File: src/rtl/pipe_ctrl_if.sv
// Handshake bundle between pipeline stage registers and the hazard controller.
// The master side drives stage information; the slave side returns register controls.
interface pipe_ctrl_if;
    logic [3:0]  D_iCode;
    logic [3:0]  D_rA;
    logic [3:0]  D_rB;
    logic        D_valid;
    logic [3:0]  E_iCode;
    logic [3:0]  E_dstM;
    logic        e_Cnd;
    logic [3:0]  M_iCode;
    logic [3:0]  W_iCode;
    logic        W_valid;
    logic        resume;

    logic        F_stall;
    logic        D_stall;
    logic        D_bubble;
    logic        E_bubble;
    logic        M_bubble;
    logic        W_stall;
    logic [1:0]  state;
    logic [15:0] stall_cnt;
    logic [15:0] bubble_cnt;

    modport master (
        output D_iCode, D_rA, D_rB, D_valid, E_iCode, E_dstM, e_Cnd,
               M_iCode, W_iCode, W_valid, resume,
        input  F_stall, D_stall, D_bubble, E_bubble, M_bubble, W_stall,
               state, stall_cnt, bubble_cnt
    );

    modport slave (
        input  D_iCode, D_rA, D_rB, D_valid, E_iCode, E_dstM, e_Cnd,
               M_iCode, W_iCode, W_valid, resume,
        output F_stall, D_stall, D_bubble, E_bubble, M_bubble, W_stall,
               state, stall_cnt, bubble_cnt
    );
endinterface

File: src/rtl/pipe_ctrl.sv
// Hazard/stall controller for a five-stage pipeline with halt/resume state
// and saturating stall and bubble performance counters.
module pipe_ctrl (
    input logic        clk,
    input logic        rst,
    pipe_ctrl_if.slave bus
);

    localparam logic [3:0] IHalt   = 4'h0;
    localparam logic [3:0] IJxx    = 4'h7;
    localparam logic [3:0] IRet    = 4'h9;
    localparam logic [3:0] IMrmovq = 4'h5;
    localparam logic [3:0] IPopq   = 4'hB;
    localparam logic [3:0] RNone   = 4'hF;

    typedef enum logic [1:0] {
        StRun    = 2'b00,
        StHalted = 2'b01
    } state_e;

    state_e state_q;
    logic [15:0] stall_cnt_q;
    logic [15:0] bubble_cnt_q;

    logic load_use;
    logic ret_busy;
    logic mispredict;
    logic halt_in_d;
    logic halt_entry;
    logic run_ctl;

    logic f_stall_run;
    logic d_stall_run;
    logic d_bubble_run;
    logic e_bubble_run;

    always_comb begin
        load_use   = ((bus.E_iCode == IMrmovq) || (bus.E_iCode == IPopq)) &&
                     (bus.E_dstM != RNone) &&
                     ((bus.E_dstM == bus.D_rA) || (bus.E_dstM == bus.D_rB));
        ret_busy   = (bus.D_iCode == IRet) || (bus.E_iCode == IRet) || (bus.M_iCode == IRet);
        mispredict = (bus.E_iCode == IJxx) && !bus.e_Cnd;
        halt_in_d  = bus.D_valid && (bus.D_iCode == IHalt);
        halt_entry = bus.W_valid && (bus.W_iCode == IHalt);
    end

    // load_use suppresses the ret bubble so D is never stalled and bubbled together.
    always_comb begin
        f_stall_run  = load_use | ret_busy | halt_in_d;
        d_stall_run  = load_use;
        d_bubble_run = mispredict | (ret_busy & ~load_use);
        e_bubble_run = mispredict | load_use;
    end

    // Reset forces RUN-style controls even if the state register still holds HALTED.
    assign run_ctl = rst || (state_q == StRun);

    always_comb begin
        if (run_ctl) begin
            bus.F_stall  = f_stall_run;
            bus.D_stall  = d_stall_run;
            bus.D_bubble = d_bubble_run;
            bus.E_bubble = e_bubble_run;
            bus.M_bubble = 1'b0;
            bus.W_stall  = 1'b0;
        end else begin
            bus.F_stall  = 1'b1;
            bus.D_stall  = 1'b1;
            bus.D_bubble = 1'b0;
            bus.E_bubble = 1'b1;
            bus.M_bubble = 1'b1;
            bus.W_stall  = 1'b1;
        end
    end

    always_ff @(posedge clk) begin
        if (rst) begin
            state_q      <= StRun;
            stall_cnt_q  <= '0;
            bubble_cnt_q <= '0;
        end else begin
            case (state_q)
                StRun: begin
                    // Halt entry wins over a simultaneous resume.
                    if (halt_entry) begin
                        state_q <= StHalted;
                    end
                    if (f_stall_run && (stall_cnt_q != 16'hFFFF)) begin
                        stall_cnt_q <= stall_cnt_q + 16'd1;
                    end
                    if ((d_bubble_run || e_bubble_run) && (bubble_cnt_q != 16'hFFFF)) begin
                        bubble_cnt_q <= bubble_cnt_q + 16'd1;
                    end
                end
                StHalted: begin
                    if (bus.resume) begin
                        state_q <= StRun;
                    end
                end
                default: state_q <= StRun;
            endcase
        end
    end

    assign bus.state      = state_q;
    assign bus.stall_cnt  = stall_cnt_q;
    assign bus.bubble_cnt = bubble_cnt_q;

endmodule

File: src/flat_wrapper.sv
// flat-port wrapper written by rule: the top's interface ports become plain ports
module pipe_ctrl_flat 
  (clk, rst, bus_D_iCode, bus_D_rA, bus_D_rB, bus_D_valid, bus_E_iCode, bus_E_dstM, bus_e_Cnd, bus_M_iCode, bus_W_iCode, bus_W_valid, bus_resume, bus_F_stall, bus_D_stall, bus_D_bubble, bus_E_bubble, bus_M_bubble, bus_W_stall, bus_state, bus_stall_cnt, bus_bubble_cnt);
  pipe_ctrl_if bus_i ();
  input logic clk;
  input logic rst;
  input wire logic [$bits(bus_i.D_iCode)-1:0] bus_D_iCode;
  input wire logic [$bits(bus_i.D_rA)-1:0] bus_D_rA;
  input wire logic [$bits(bus_i.D_rB)-1:0] bus_D_rB;
  input wire logic [$bits(bus_i.D_valid)-1:0] bus_D_valid;
  input wire logic [$bits(bus_i.E_iCode)-1:0] bus_E_iCode;
  input wire logic [$bits(bus_i.E_dstM)-1:0] bus_E_dstM;
  input wire logic [$bits(bus_i.e_Cnd)-1:0] bus_e_Cnd;
  input wire logic [$bits(bus_i.M_iCode)-1:0] bus_M_iCode;
  input wire logic [$bits(bus_i.W_iCode)-1:0] bus_W_iCode;
  input wire logic [$bits(bus_i.W_valid)-1:0] bus_W_valid;
  input wire logic [$bits(bus_i.resume)-1:0] bus_resume;
  output wire logic [$bits(bus_i.F_stall)-1:0] bus_F_stall;
  output wire logic [$bits(bus_i.D_stall)-1:0] bus_D_stall;
  output wire logic [$bits(bus_i.D_bubble)-1:0] bus_D_bubble;
  output wire logic [$bits(bus_i.E_bubble)-1:0] bus_E_bubble;
  output wire logic [$bits(bus_i.M_bubble)-1:0] bus_M_bubble;
  output wire logic [$bits(bus_i.W_stall)-1:0] bus_W_stall;
  output wire logic [$bits(bus_i.state)-1:0] bus_state;
  output wire logic [$bits(bus_i.stall_cnt)-1:0] bus_stall_cnt;
  output wire logic [$bits(bus_i.bubble_cnt)-1:0] bus_bubble_cnt;
  assign bus_i.D_iCode = bus_D_iCode;
  assign bus_i.D_rA = bus_D_rA;
  assign bus_i.D_rB = bus_D_rB;
  assign bus_i.D_valid = bus_D_valid;
  assign bus_i.E_iCode = bus_E_iCode;
  assign bus_i.E_dstM = bus_E_dstM;
  assign bus_i.e_Cnd = bus_e_Cnd;
  assign bus_i.M_iCode = bus_M_iCode;
  assign bus_i.W_iCode = bus_W_iCode;
  assign bus_i.W_valid = bus_W_valid;
  assign bus_i.resume = bus_resume;
  assign bus_F_stall = bus_i.F_stall;
  assign bus_D_stall = bus_i.D_stall;
  assign bus_D_bubble = bus_i.D_bubble;
  assign bus_E_bubble = bus_i.E_bubble;
  assign bus_M_bubble = bus_i.M_bubble;
  assign bus_W_stall = bus_i.W_stall;
  assign bus_state = bus_i.state;
  assign bus_stall_cnt = bus_i.stall_cnt;
  assign bus_bubble_cnt = bus_i.bubble_cnt;
  pipe_ctrl u_core (.clk(clk), .rst(rst), .bus(bus_i));
endmodule
File: config.mk
export PLATFORM = sky130hd
export DESIGN_NAME = pipe_ctrl_flat
export DESIGN_NICKNAME = d
export VERILOG_FILES = /design/src/rtl/pipe_ctrl_if.sv /design/src/rtl/pipe_ctrl.sv /design/src/flat_wrapper.sv
export SDC_FILE = /design/constraint.sdc
export NUM_CORES = 1
export LEC_CHECK = 0
export ABC_AREA = 0
export BUFFER_PORTS_ARGS = -buffer_cell sky130_fd_sc_hd__buf_2
export CAP_MARGIN = 15
export CORE_MARGIN = 1
export CORE_UTILIZATION = 50
export DETAILED_ROUTE_END_ITERATION = 16
export PLACE_DENSITY = 0.8
export SYNTH_ARGS = -nofsm -noshare
export SYNTH_HDL_FRONTEND = slang
export SYNTH_SLANG_ARGS = --single-unit
File: constraint.sdc
create_clock -name clk -period 2.54 [get_ports clk]
set_input_delay 0.127 -clock clk [delete_from_list [all_inputs] [get_ports clk]]
set_output_delay 0.127 -clock clk [all_outputs]
set_load 0.02 [all_outputs]
Yosys cells after proc, flatten, opt, wreduce, memory -nomap -nowiden. Cells that the tools add are included.

Bits of input ports: 34. Bits in read-only memories: 0. Bits in writable memories: 0. Memories: 0. Word-level logic and storage cells: 53. Register bits after elaboration: 34. Bits in latches: 0.

Reduce and logical (&&, ||, !) cells: 20. Add/subtract/negate cells: 2. Magnitude comparators: 0. Divide/modulo/power cells: 0. Multiply operators: 0. Equality and inequality tests: 14. Muxes and demuxes: 8. Shift operators: 0. Bitwise operators: 6.

Operators with widths (count): adder 16 x 1 -> 16 bit (second input constant) (2); != test 16 bit (second input constant) (2); == test 4 bit (second input constant) (4); == test 4 x 3 -> 1 bit (second input constant) (2); == test 4 bit (2); logical NOT 4 bit (2); logical AND 1 bit (7); logical OR 1 bit (6); AND reduction 2 bit (3); 2-to-1 mux 1 bit (5); 2-to-1 mux 2 bit (2); != test 4 bit (second input constant) (1); bitwise OR 1 bit (4); case mux 2 bit (2 select lines) (1); == test 2 x 1 -> 1 bit (second input constant) (1); logical NOT 2 bit (1); != test 2 x 1 -> 1 bit (second input constant) (1); != test 2 bit (second input constant) (1); bitwise AND 1 bit (1); logical NOT 1 bit (1); inverter 1 bit (1).

Depth between registers and ports, before layout. Gate-level depths: netlist of run 1.

Word-level depth: 10. Gate-level depth with buffers: 8. Depth with buffers taken out: 7.

Worst setup path before layout of run 1. No wires, ideal clock.

Path kind: register to register. From: register u_core.bubble_cnt_q[0], in the netlist u_core.bus.bubble_cnt[0]. To: register u_core.bubble_cnt_q[12], in the netlist u_core.bus.bubble_cnt[12]. Buffers on the path: 1. Arrival time: 1.994 ns. Cell stages (with the launch flop): 9. Period minus slack after synthesis: 2.065 ns. Setup slack: 0.475 ns. Required time: 2.469 ns. Cell sequence: dfxtp_1 ha_1 nand3_2 nor2_2 and3_4 buf_6 or4b_4 or3_1 a21oi_1.

Word-level cells in the longest chain between the ends: 3.

Ends and longest elaborated chain: from (decl) (line pipe_ctrl.sv:23) `logic [15:0] bubble_cnt_q;`; from (signal assigned) (line pipe_ctrl.sv:92) `bubble_cnt_q <= bubble_cnt_q + 16'd1;`; branches (longest 3 deep; another with adder 16 x 1 -> 16 bit).

Parallel ways; which one is timed is not known. A chain may end at the register's enable or synchronous reset.

Worst setup path in the final report of run 1.
From: register u_core.bubble_cnt_q[0], in the netlist u_core.bus.bubble_cnt[0]. To: register u_core.bubble_cnt_q[2], in the netlist u_core.bus.bubble_cnt[2].

The elaborated chain is that of the path after synthesis.

==> metrics.cfg, run 1 <==
[logic_synthesis]
ys_warn_count=0
synthCells=236
yosysTopAreaCell=dfxtp_1
avgSynthCellArea_um2=8.72
synth_area_leaders=dfxtp_1 (32%), a21oi_1 (4.1%), mux2_1 (3.8%)
ys_ff_latch=33
dominantRegCellSynth=dfxtp_1
postSynth.asyncResetShare_pct=0
synth_cell_types=53
synth_top_area_share_pct=32.1
synth.cell_area_um2=2060
synth_enable_flop_cells=0
seq_area_frac_synth_pct=32.1
synthesis.nets=272

[timing]
fin_skew_ps=10.7
setup_viol=0
drv_slew=0
worst_pin_slew_ps=701
rsz0062_at_grt=false
setup_tns_ps=0
whs_ps=118
worst_slew_margin_rel_pct=53.2
period_share_pct=82.7
hold_viol=0
max_freq_mhz=476
min_period_ps=2100

[worst_setup_path]
arrival_ps=2320
worstRegToRegCells=7
cp-start-kind=flip-flop
r2r_start=u_core.bus.bubble_cnt[0]
criticalPathCategory=reg2reg
rr_endpoint=u_core.bus.bubble_cnt[2]
crit_fanout=16
reg2reg_slack_ps=440
worstPathRequired_ps=2760
cp-end-kind=flip-flop

[cts]
holdBufCountCts=0
numCtsBuffers=5
cts_tree=done
clock-root-buffer=clkbuf_8
clock_path_buffers=2
post_cts_resized=0
clkTransAtPathRegs_ps=70
htreeDepth=2
cts_setup_buffers=0
clock_sinks=33
worstSkewPairLatency_ps=290

[min_path]
holdPathEnd=u_core.bus.state[0]
hold_path_depth=3
hold_class=in2reg
min_from=bus_resume

[die]
initial_core_util_pct=54.2
die_h_um=66.1
dieWidth_um=66.1
die_area_um2=4370
core-area_um2=3800
pin_count=74
rows=22

[route]
first_iter_violations=97
wl_per_cell_um=13.5
dr.pass1.iters=5
wirelength_um=4780
antenna_left=0
drc=0
vias=2078
viasPerCell=5.85

[cells_and_area]
areaGrowthSynthToFinish_pct=22.0
n_fill_cell=323
final_core_util_pct=66.0
regArea_um2=661
drive_gt1_share_pct=32.9
multi_input_area_um2=1300
nNetsFinal=342
diodes=0

[global_route]
antenna_found_initial=0
grt_max_degree=27
overflow=0
grt_util_all_layers_pct=23.9
grt_pass1_vias=1802
grt_first_pass_wirelength_um=7900

[flow_run]
cap_violations=0

[placed_design]
place.gp.congestion=0.851
portBuffers=72
hpwl_um=3470

[power]
p_leak_nw=1.06
ir_drop_v=0.000228
p_per_area_nw_per_um2=418

[status]
status=finished, final reports clean

## logic make-up after synthesis
group           synth area share (%)
other cells                    0.182
flops                           32.1
simple gates                    36.0
compound gates                  15.6
mux                             4.87
xor+xnor                        5.54
buf+inv                         4.50
fa+ha+maj                       1.22
## per-layer routing
layer | share of wire [%] | vias to the layer above | global-route usage [%] | routed length [um]
met5 | 0 | - | 0 | 0
met4 | 2.1 | 0 | 11.4 | 101
met3 | 5.7 | 11 | 4.83 | 274
met2 | 49 | 86 | 40.3 | 2350
met1 | 43 | 949 | 28.7 | 2050
li1 | - | 1032 | - | -
## cells in the mapped netlist, types with 2 or more instances
library cell / number
dfxtp_1: 33
nor2_1: 21
a21oi_1: 17
nand2_1: 13
nand4_1: 10
nor2b_1: 10
nand3_1: 9
or3_1: 8
xnor2_1: 8
mux2_1: 7
o21ai_1: 7
or4b_1: 6
clkbuf_1: 5
nor4_1: 5
nor4_2: 5
o41ai_1: 5
or4_1: 5
xor2_1: 5
o211ai_1: 4
o31ai_1: 4
buf_6: 3
inv_1: 3
nand3b_1: 3
and3_1: 2
and4_1: 2
buf_2: 2
buf_4: 2
ha_1: 2
nand4_2: 2
nor2_2: 2
nor3b_1: 2
nor4bb_1: 2
o21ai_0: 2
## worst max-delay path, cell delays in order, from the launching register on
cell and delay, ps:
dfxtp_1 350, ha_1 240, nand3_2 120, nor2_2 80, and3_4 260, nor2_1 340, or4b_1 470, a21oi_1 170
## metrics by stage
stage	cell area [um2]	power, mW	setup slack (ps)	instances
global placement	2430	0.672	531	347
global route	2510	1.09	321	355
detailed placement	2430	0.675	494	347
CTS	2510	1.06	463	355
finish	2510	1.05	439	355
floorplan	2060	0.627	475	236
## report_power, final
part           internal (mW)  switching [mW]
clock network          0.190           0.195
registers              0.522         0.00663
logic                 0.0553          0.0782
total                  0.767           0.280
## final cells by class
type / instances / area share (%)
multi-input cells: 187 / 52.0
flip-flops and latches: 33 / 26.3
inverters: 3 / 0.449
well taps: 48 / 2.39
clock inverters: 2 / 0.399
clock buffers: 6 / 2.89
repair buffers: 76 / 15.6
## layout by cell type (no fill, tap or decap), drive strengths merged, types with 3 or more instances in the layout
cell type   n
nor4       10
nand4      12
clkbuf      6
xor2        5
nor2       23
xnor2       8
o41ai       6
buf        76
dfxtp      33
mux2        8
nor2b      10
o211ai      4
and3        3
a21oi      18
or4         5
nand3      10
or4b        7
or3         8
o21ai      10
inv         3
nand3b      3
nand2      13
o31ai       5
## how the worst max path moves through the flow
stage	startpoint	to	cells past startpoint
2_1_floorplan	u_core.bus.bubble_cnt[0]	u_core.bus.bubble_cnt[12]	8
5_1_grt	u_core.bus.bubble_cnt[0]	u_core.bus.bubble_cnt[11]	7
4_1_cts	u_core.bus.bubble_cnt[0]	u_core.bus.bubble_cnt[2]	7
6_report	u_core.bus.bubble_cnt[0]	u_core.bus.bubble_cnt[2]	7
3_5_place_dp	u_core.bus.bubble_cnt[0]	u_core.bus.bubble_cnt[8]	7
3_3_place_gp	u_core.bus.bubble_cnt[0]	u_core.bus.bubble_cnt[2]	7
## sequential cells by signal, indices dropped and copies added (netlist names)
name                   cells
u_core.bus.state           1
u_core.bus.stall_cnt      16
u_core.bus.bubble_cnt     16
(Power assumes the default switching activity.)
==> run 2: changes to the inputs <==
--- a/config.mk
+++ b/config.mk
@@ -9,9 +9,9 @@
 export BUFFER_PORTS_ARGS = -buffer_cell sky130_fd_sc_hd__buf_2
 export CAP_MARGIN = 15
 export CORE_MARGIN = 1
-export CORE_UTILIZATION = 50
+export CORE_UTILIZATION = 45
 export DETAILED_ROUTE_END_ITERATION = 16
-export PLACE_DENSITY = 0.8
+export PLACE_DENSITY = 0.76
 export SYNTH_ARGS = -nofsm -noshare
 export SYNTH_HDL_FRONTEND = slang
 export SYNTH_SLANG_ARGS = --single-unit
==> constraint.sdc (replaced) <==
create_clock -name clk -period 1.7 [get_ports clk]
set_input_delay 0.085 -clock clk [delete_from_list [all_inputs] [get_ports clk]]
set_output_delay 0.085 -clock clk [all_outputs]
set_load 0.02 [all_outputs]
==> run 2 against run 1 <==
The flow now finishes with violations (setup timing). Clock power grew 100%. Register-to-register slack lost 660 ps. Combinational power grew 130%. Worst hold slack lost 61 ps. Routed wire length grew 55%. Global-route usage grew 1.5 points. Final area grew 37%. Cell count grew 22%. Sequential share of layout area shrank 6.1 points. Clock-buffer cell count shrank 1. Largest cell class unchanged.
==> metrics.cfg, run 2 (synthesis gave the netlist of run 1 again) <==
[power]
ir_drop_v=0.000437  ; +92%
power.share.clock_pct=41.5  ; +4.7 points
p_comb_share_pct=16.5  ; +3.8 points
power_frac_seq_pct=42.0  ; -8.5 points
switchingPower_mw=0.508  ; +82%
swShare_pct=27.1  ; +0.38 points
p_leak_nw=1.51  ; +42%
p_int_mw=1.37  ; +78%
p_per_area_nw_per_um2=546  ; +31%
finalPower_mw=1.88  ; +79%

[placed_design]
place_area_um2=2940  ; +21%
hpwl_um=4240  ; +22%
place_ws_ps=-131  ; -625 ps
place.gp.congestion=0.897  ; +5.4%
portBuffers=72  ; unchanged

[worst_setup_path]
r2r_start=u_core.bus.bubble_cnt[0]
path_cells=ha_4 -> nand3_4 -> nor2_4 -> and3_4 -> or4b_4 -> or3_4 -> a21oi_2
critPathMaxStageDelay_ps=490  ; +20 ps
crit_fanout=4  ; -12
cp-start-kind=flip-flop
worstPathRequired_ps=1930  ; -830 ps
arrival_ps=2150  ; -170 ps
criticalPathCategory=reg2reg
slowest_stage=or4b_4
setup.worst_path.start=u_core.bus.bubble_cnt[0]
cp-end-kind=flip-flop

[timing]
worst_pin_slew_ps=675  ; -26.3 ps
fin_ws_ps=-220  ; -659 ps
setup_tns_ps=-2040  ; -2040 ps
drv_slew=0  ; unchanged
rsz0062_at_grt=true
period_share_pct=113  ; +30 points
fin_skew_ps=13.5  ; +2.85 ps
hold_viol=0  ; unchanged
setup_viol=28  ; +28
whs_ps=56.5  ; -61.2 ps
worst_slew_margin_rel_pct=54.7  ; +1.5 points
min_period_ps=1920  ; -181 ps
max_freq_mhz=521  ; +9.4%

[die]
dieWidth_um=69.6  ; +5.2%
pin_count=74  ; unchanged
die_h_um=69.6  ; +5.2%
die_area_um2=4850  ; +11%
core-area_um2=4380  ; +15%
initial_core_util_pct=46.9  ; -7.2 points
rows=24  ; +9.1%

[status]
status=finished with violations
failed_checks=setup timing

[cells_and_area]
drive_gt1_share_pct=58.4  ; +26 points
nNetsFinal=415  ; +21%
final_area_um2=3430  ; +37%
areaGrowthSynthToFinish_pct=66.9
diodes=0  ; unchanged
most-common-layout-cells=buf_2 (72), buf_4 (68), nor2_1 (18), dfxtp_2 (17), a21oi_1 (15)
layout_commonest_cell=buf_2

[route]
dr.pass1.iters=5  ; unchanged
first_iter_violations=148  ; +53%
vias=2616  ; +26%
viasPerCell=6.06  ; +3.5%
wl_per_cell_um=17.2  ; +28%
wirelength_um=7420  ; +55%
antenna_left=0  ; unchanged
drc=0  ; unchanged

[min_path]
hold_class=in2reg
min_from=bus_resume

[cts]
clock_path_buffers=2  ; unchanged
clock_sinks=33  ; unchanged
htreeDepth=2  ; unchanged
numCtsBuffers=5  ; unchanged
clock-root-buffer=clkbuf_8
holdBufCountCts=0  ; unchanged
cts_tree=done
clkTransAtPathRegs_ps=70  ; about the same
worstSkewPairLatency_ps=300  ; about the same

[flow_run]
cap_violations=0  ; unchanged

[global_route]
antenna_found_initial=0  ; unchanged
overflow=0  ; unchanged
grt_max_degree=25  ; -7.4%
grt_util_all_layers_pct=25.4  ; +1.5 points
grt_first_pass_wirelength_um=10000  ; +27%
grt_pass1_vias=2206  ; +22%

run 2: changes by cell type in the layout (fill, tap and decap cells not counted), sizes merged:
cell	before	now
clkinv	2	1
o21ai	10	11
buf	76	147
bufinv	0	1
inv	3	4
run 2: stage by stage:
step	util [%]	instances
floorplan	-	236
global placement	67.1	406
detailed placement	67.1	406
CTS	72.5	419
global route	78.3	432
finish	78.3	432
run 2: area by class of cell:
class	count	area (um2)
Multi-Input combinational cell	188	1550
Timing Repair Buffer	148	1000
Fill cell	255	951
Sequential cell	33	693
Clock buffer	5	68.8
Tap cell	52	65.1
Clock inverter	3	45.0
Inverter	3	11.3
run 2: critical path: cells and delay by family (launching register included):
family                   cells  cell delay, ps
AND/OR/NAND/NOR              5            1180
flip-flops                   1             360
adder cells (fa/ha/maj)      1             160
AO/OA/AOI/OAI                1             150
run 2: power by group through the flow:
stage | logic, mW | clock network [mW] | registers [mW]
2_1_floorplan | 0.123 | 0 | 0.817
3_3_place_gp | 0.247 | 0 | 0.803
3_5_place_dp | 0.255 | 0 | 0.805
4_1_cts | 0.268 | 0.775 | 0.787
5_1_grt | 0.330 | 0.813 | 0.788
6_report | 0.310 | 0.777 | 0.788
run 2: final timing paths:
kind                                to  cells past startpoint  slack [ps]
max          u_core.bus.bubble_cnt[12]                      7        -220
min                u_core.bus.state[0]                      3          60
max reg2reg  u_core.bus.bubble_cnt[12]                      7        -220
min reg2reg  u_core.bus.bubble_cnt[15]                      1         520
run 2: per-layer routing:
metal  up-vias  track usage [%]  wire length [um]
met5         -                0                 0
met4         0             9.33               279
met3        36             5.09               492
met2       168             44.6              3800
met1      1234             30.7              2850
li1       1178                -                 -
run 2: what timing repair did:
action                                 in CTS  in global routing
endpoints found under the hold margin       0                  0
pin swaps                                   8                 23
setup endpoints to repair                  20                 28
resized for setup                          15                 27
buffers inserted                            4                 12
gates cloned                                1                  1
==> run 3: changes to the inputs <==
--- a/config.mk
+++ b/config.mk
@@ -11,6 +11,7 @@
 export CORE_MARGIN = 1
 export CORE_UTILIZATION = 45
 export DETAILED_ROUTE_END_ITERATION = 16
+export HOLD_SLACK_MARGIN = 0.15
 export PLACE_DENSITY = 0.76
 export SYNTH_ARGS = -nofsm -noshare
 export SYNTH_HDL_FRONTEND = slang
==> run 3 against run 2 <==
The run still ends with setup timing left. Fmax decreased by 0.37%. Worst setup slack got worse by 7.2 ps. Global-route usage up 0.061 points. Routed wire length up 1.6%. Sequential share of layout area shrank 0.12 points. Sequential power about the same. Largest power group unchanged.
==> metrics.cfg, run 3 (synthesis gave the netlist of run 1 again) <==
[status]
status=finished with violations
failed_checks=setup timing

[cts]
htreeDepth=2  ; unchanged
cts_tree=done
clock_path_buffers=2  ; unchanged
clock-root-buffer=clkbuf_8
clock_sinks=33  ; unchanged
worstSkewPairLatency_ps=300  ; about the same
numCtsBuffers=5  ; unchanged
clkTransAtPathRegs_ps=80  ; about the same

[worst_setup_path]
crit_end=u_core.bus.bubble_cnt[12]
slowest_stage=or4b_4
cp-end-kind=flip-flop
cp.depth=7  ; unchanged
reg2reg_slack_ps=-230  ; about the same
critPathMaxStageDelay_ps=490  ; about the same
crit_family=simple AND/OR/NAND/NOR gates
path_cells=ha_4 -> nand3_4 -> nor2_4 -> and3_4 -> or4b_4 -> or3_4 -> a21oi_2
rr_endpoint=u_core.bus.bubble_cnt[12]
cp-start-kind=flip-flop
arrival_ps=2150  ; about the same
worstPathRequired_ps=1930  ; about the same
criticalPathCategory=reg2reg
crit_fanout=4  ; unchanged
worstRegToRegCells=7  ; unchanged
r2r_start=u_core.bus.bubble_cnt[0]
cp_num_buf_inv=0  ; unchanged
setup.worst_path.start=u_core.bus.bubble_cnt[0]

[cells_and_area]
drive_gt1_share_pct=58.1  ; -0.31 points
most-common-layout-cells=buf_2 (72), buf_4 (68), nor2_1 (18), dfxtp_2 (17), a21oi_1 (15)
multi_input_area_um2=1550  ; unchanged
diodes=0  ; unchanged
n_fill_cell=259  ; +1.6%
final_core_util_pct=78.8  ; +0.46 points
areaGrowthSynthToFinish_pct=67.9
regArea_um2=693  ; unchanged
nNetsFinal=417  ; +0.48%
layout_commonest_cell=buf_2
final_area_um2=3450  ; +0.58%

[die]
initial_core_util_pct=46.9  ; unchanged
rows=24  ; unchanged
die_area_um2=4850  ; unchanged
die_h_um=69.6  ; unchanged
pin_count=74  ; unchanged
core-area_um2=4380  ; unchanged
dieWidth_um=69.6  ; unchanged

[placed_design]
portBuffers=72  ; unchanged
place.gp.congestion=0.897  ; unchanged
place_area_um2=2940  ; unchanged
hpwl_um=4240  ; unchanged

[global_route]
grt_first_pass_wirelength_um=10000  ; +0.21%
use_met3_pct=5.09  ; unchanged
met1_usage_pct=30.7  ; unchanged
busiest_layer=met2
grt_util_all_layers_pct=25.5  ; +0.061 points
antenna_found_initial=0  ; unchanged
use_met2_pct=44.8  ; +0.22 points
overflow=0  ; unchanged
grt_max_degree=25  ; unchanged
grt_pass1_vias=2208  ; +0.091%

[route]
drc=0  ; unchanged
vias=2603  ; -0.50%
wl_per_cell_um=17.4  ; +1.1%
dr.pass1.iters=4  ; -1
wirelength_um=7540  ; +1.6%
viasPerCell=6.00  ; -0.96%
first_iter_violations=207  ; +40%
antenna_left=0  ; unchanged

[timing]
setup_tns_ps=-2240  ; -202 ps
max_freq_mhz=519  ; -0.37%
worst_slew_margin_rel_pct=56.5  ; +1.8 points
setup_viol=29  ; +3.6%
rsz0062_at_grt=true
worst_pin_slew_ps=648  ; -26.8 ps
fin_skew_ps=10.1  ; -3.43 ps
period_share_pct=113  ; +0.42 points
fin_ws_ps=-227  ; -7.18 ps
drv_slew=0  ; unchanged
min_period_ps=1930  ; +7.18 ps
hold_viol=0  ; unchanged

[power]
swShare_pct=27.2  ; +0.055 points
finalPower_mw=1.88  ; +0.24%
p_per_area_nw_per_um2=544  ; -0.34%
power.share.clock_pct=41.4  ; about the same
ir_drop_v=0.000438  ; +0.22%
power_frac_seq_pct=41.9  ; about the same
p_comb_share_pct=16.7  ; +0.2 points
switchingPower_mw=0.511  ; +0.44%
p_int_mw=1.37  ; +0.16%
p_leak_nw=1.51  ; +0.38%

[min_path]
hold_class=in2reg
min_from=rst

[flow_run]
cap_violations=0  ; unchanged

==> run 3: final cells by class <==
class                      count  area share [%]
inverter                       3           0.326
multi-input combinational    188            44.9
sequential                    33            20.1
clock buffer                   5            1.99
timing repair buffer         150            29.6
tap                           52            1.88
clock inverter                 3            1.30
==> run 3: repair_timing <==
item | CTS | global route
endpoints found under the hold margin | 1 | 0
cloned | 1 | 1
buffers inserted | 4 | 12
endpoints found under the setup margin | 20 | 28
resized for setup | 15 | 27
pin swaps | 8 | 23
hold buffers | 2 | 0
==> run 3: routing by layer <==
metal	part of all wire, %	vias to the layer above
met3	6.4	29
li1	-	1181
met1	38	1244
met5	0	-
met4	3.1	0
met2	52	149
==> run 3: power groups by stage <==
stage / clock, mW / sequential, mW / combinational (mW)
2_1_floorplan: 0 / 0.817 / 0.123
3_3_place_gp: 0 / 0.803 / 0.247
3_5_place_dp: 0 / 0.805 / 0.255
4_1_cts: 0.775 / 0.787 / 0.270
5_1_grt: 0.816 / 0.788 / 0.332
6_report: 0.778 / 0.788 / 0.313
==> run 3: how the worst min path moves through the flow <==
stage / end / slack, ps / depth (start not counted)
2_1_floorplan: bus_M_bubble / 210 / 1
3_3_place_gp: u_core.bus.state[0] / 370 / 3
3_5_place_dp: u_core.bus.state[0] / 370 / 3
4_1_cts: u_core.bus.stall_cnt[1] / 190 / 2
5_1_grt: u_core.bus.stall_cnt[0] / 190 / 2
6_report: u_core.bus.stall_cnt[1] / 200 / 2
==> run 3: through the flow <==
step / worst slack (ps) / hold WS, ps / std cells
after floorplan: -219 / 208 / 236
after global placement: -76.4 / 367 / 406
after detailed placement: -131 / 370 / 406
after CTS: -120 / 188 / 421
after global routing: -238 / 194 / 434
final: -227 / 199 / 434
==> run 3: worst register-to-register path: stages (launching register included) <==
cell and delay, ps:
dfxtp_4 360, ha_4 160, nand3_4 90, nor2_4 50, and3_4 200, or4b_4 490
or3_4 350, a21oi_2 150
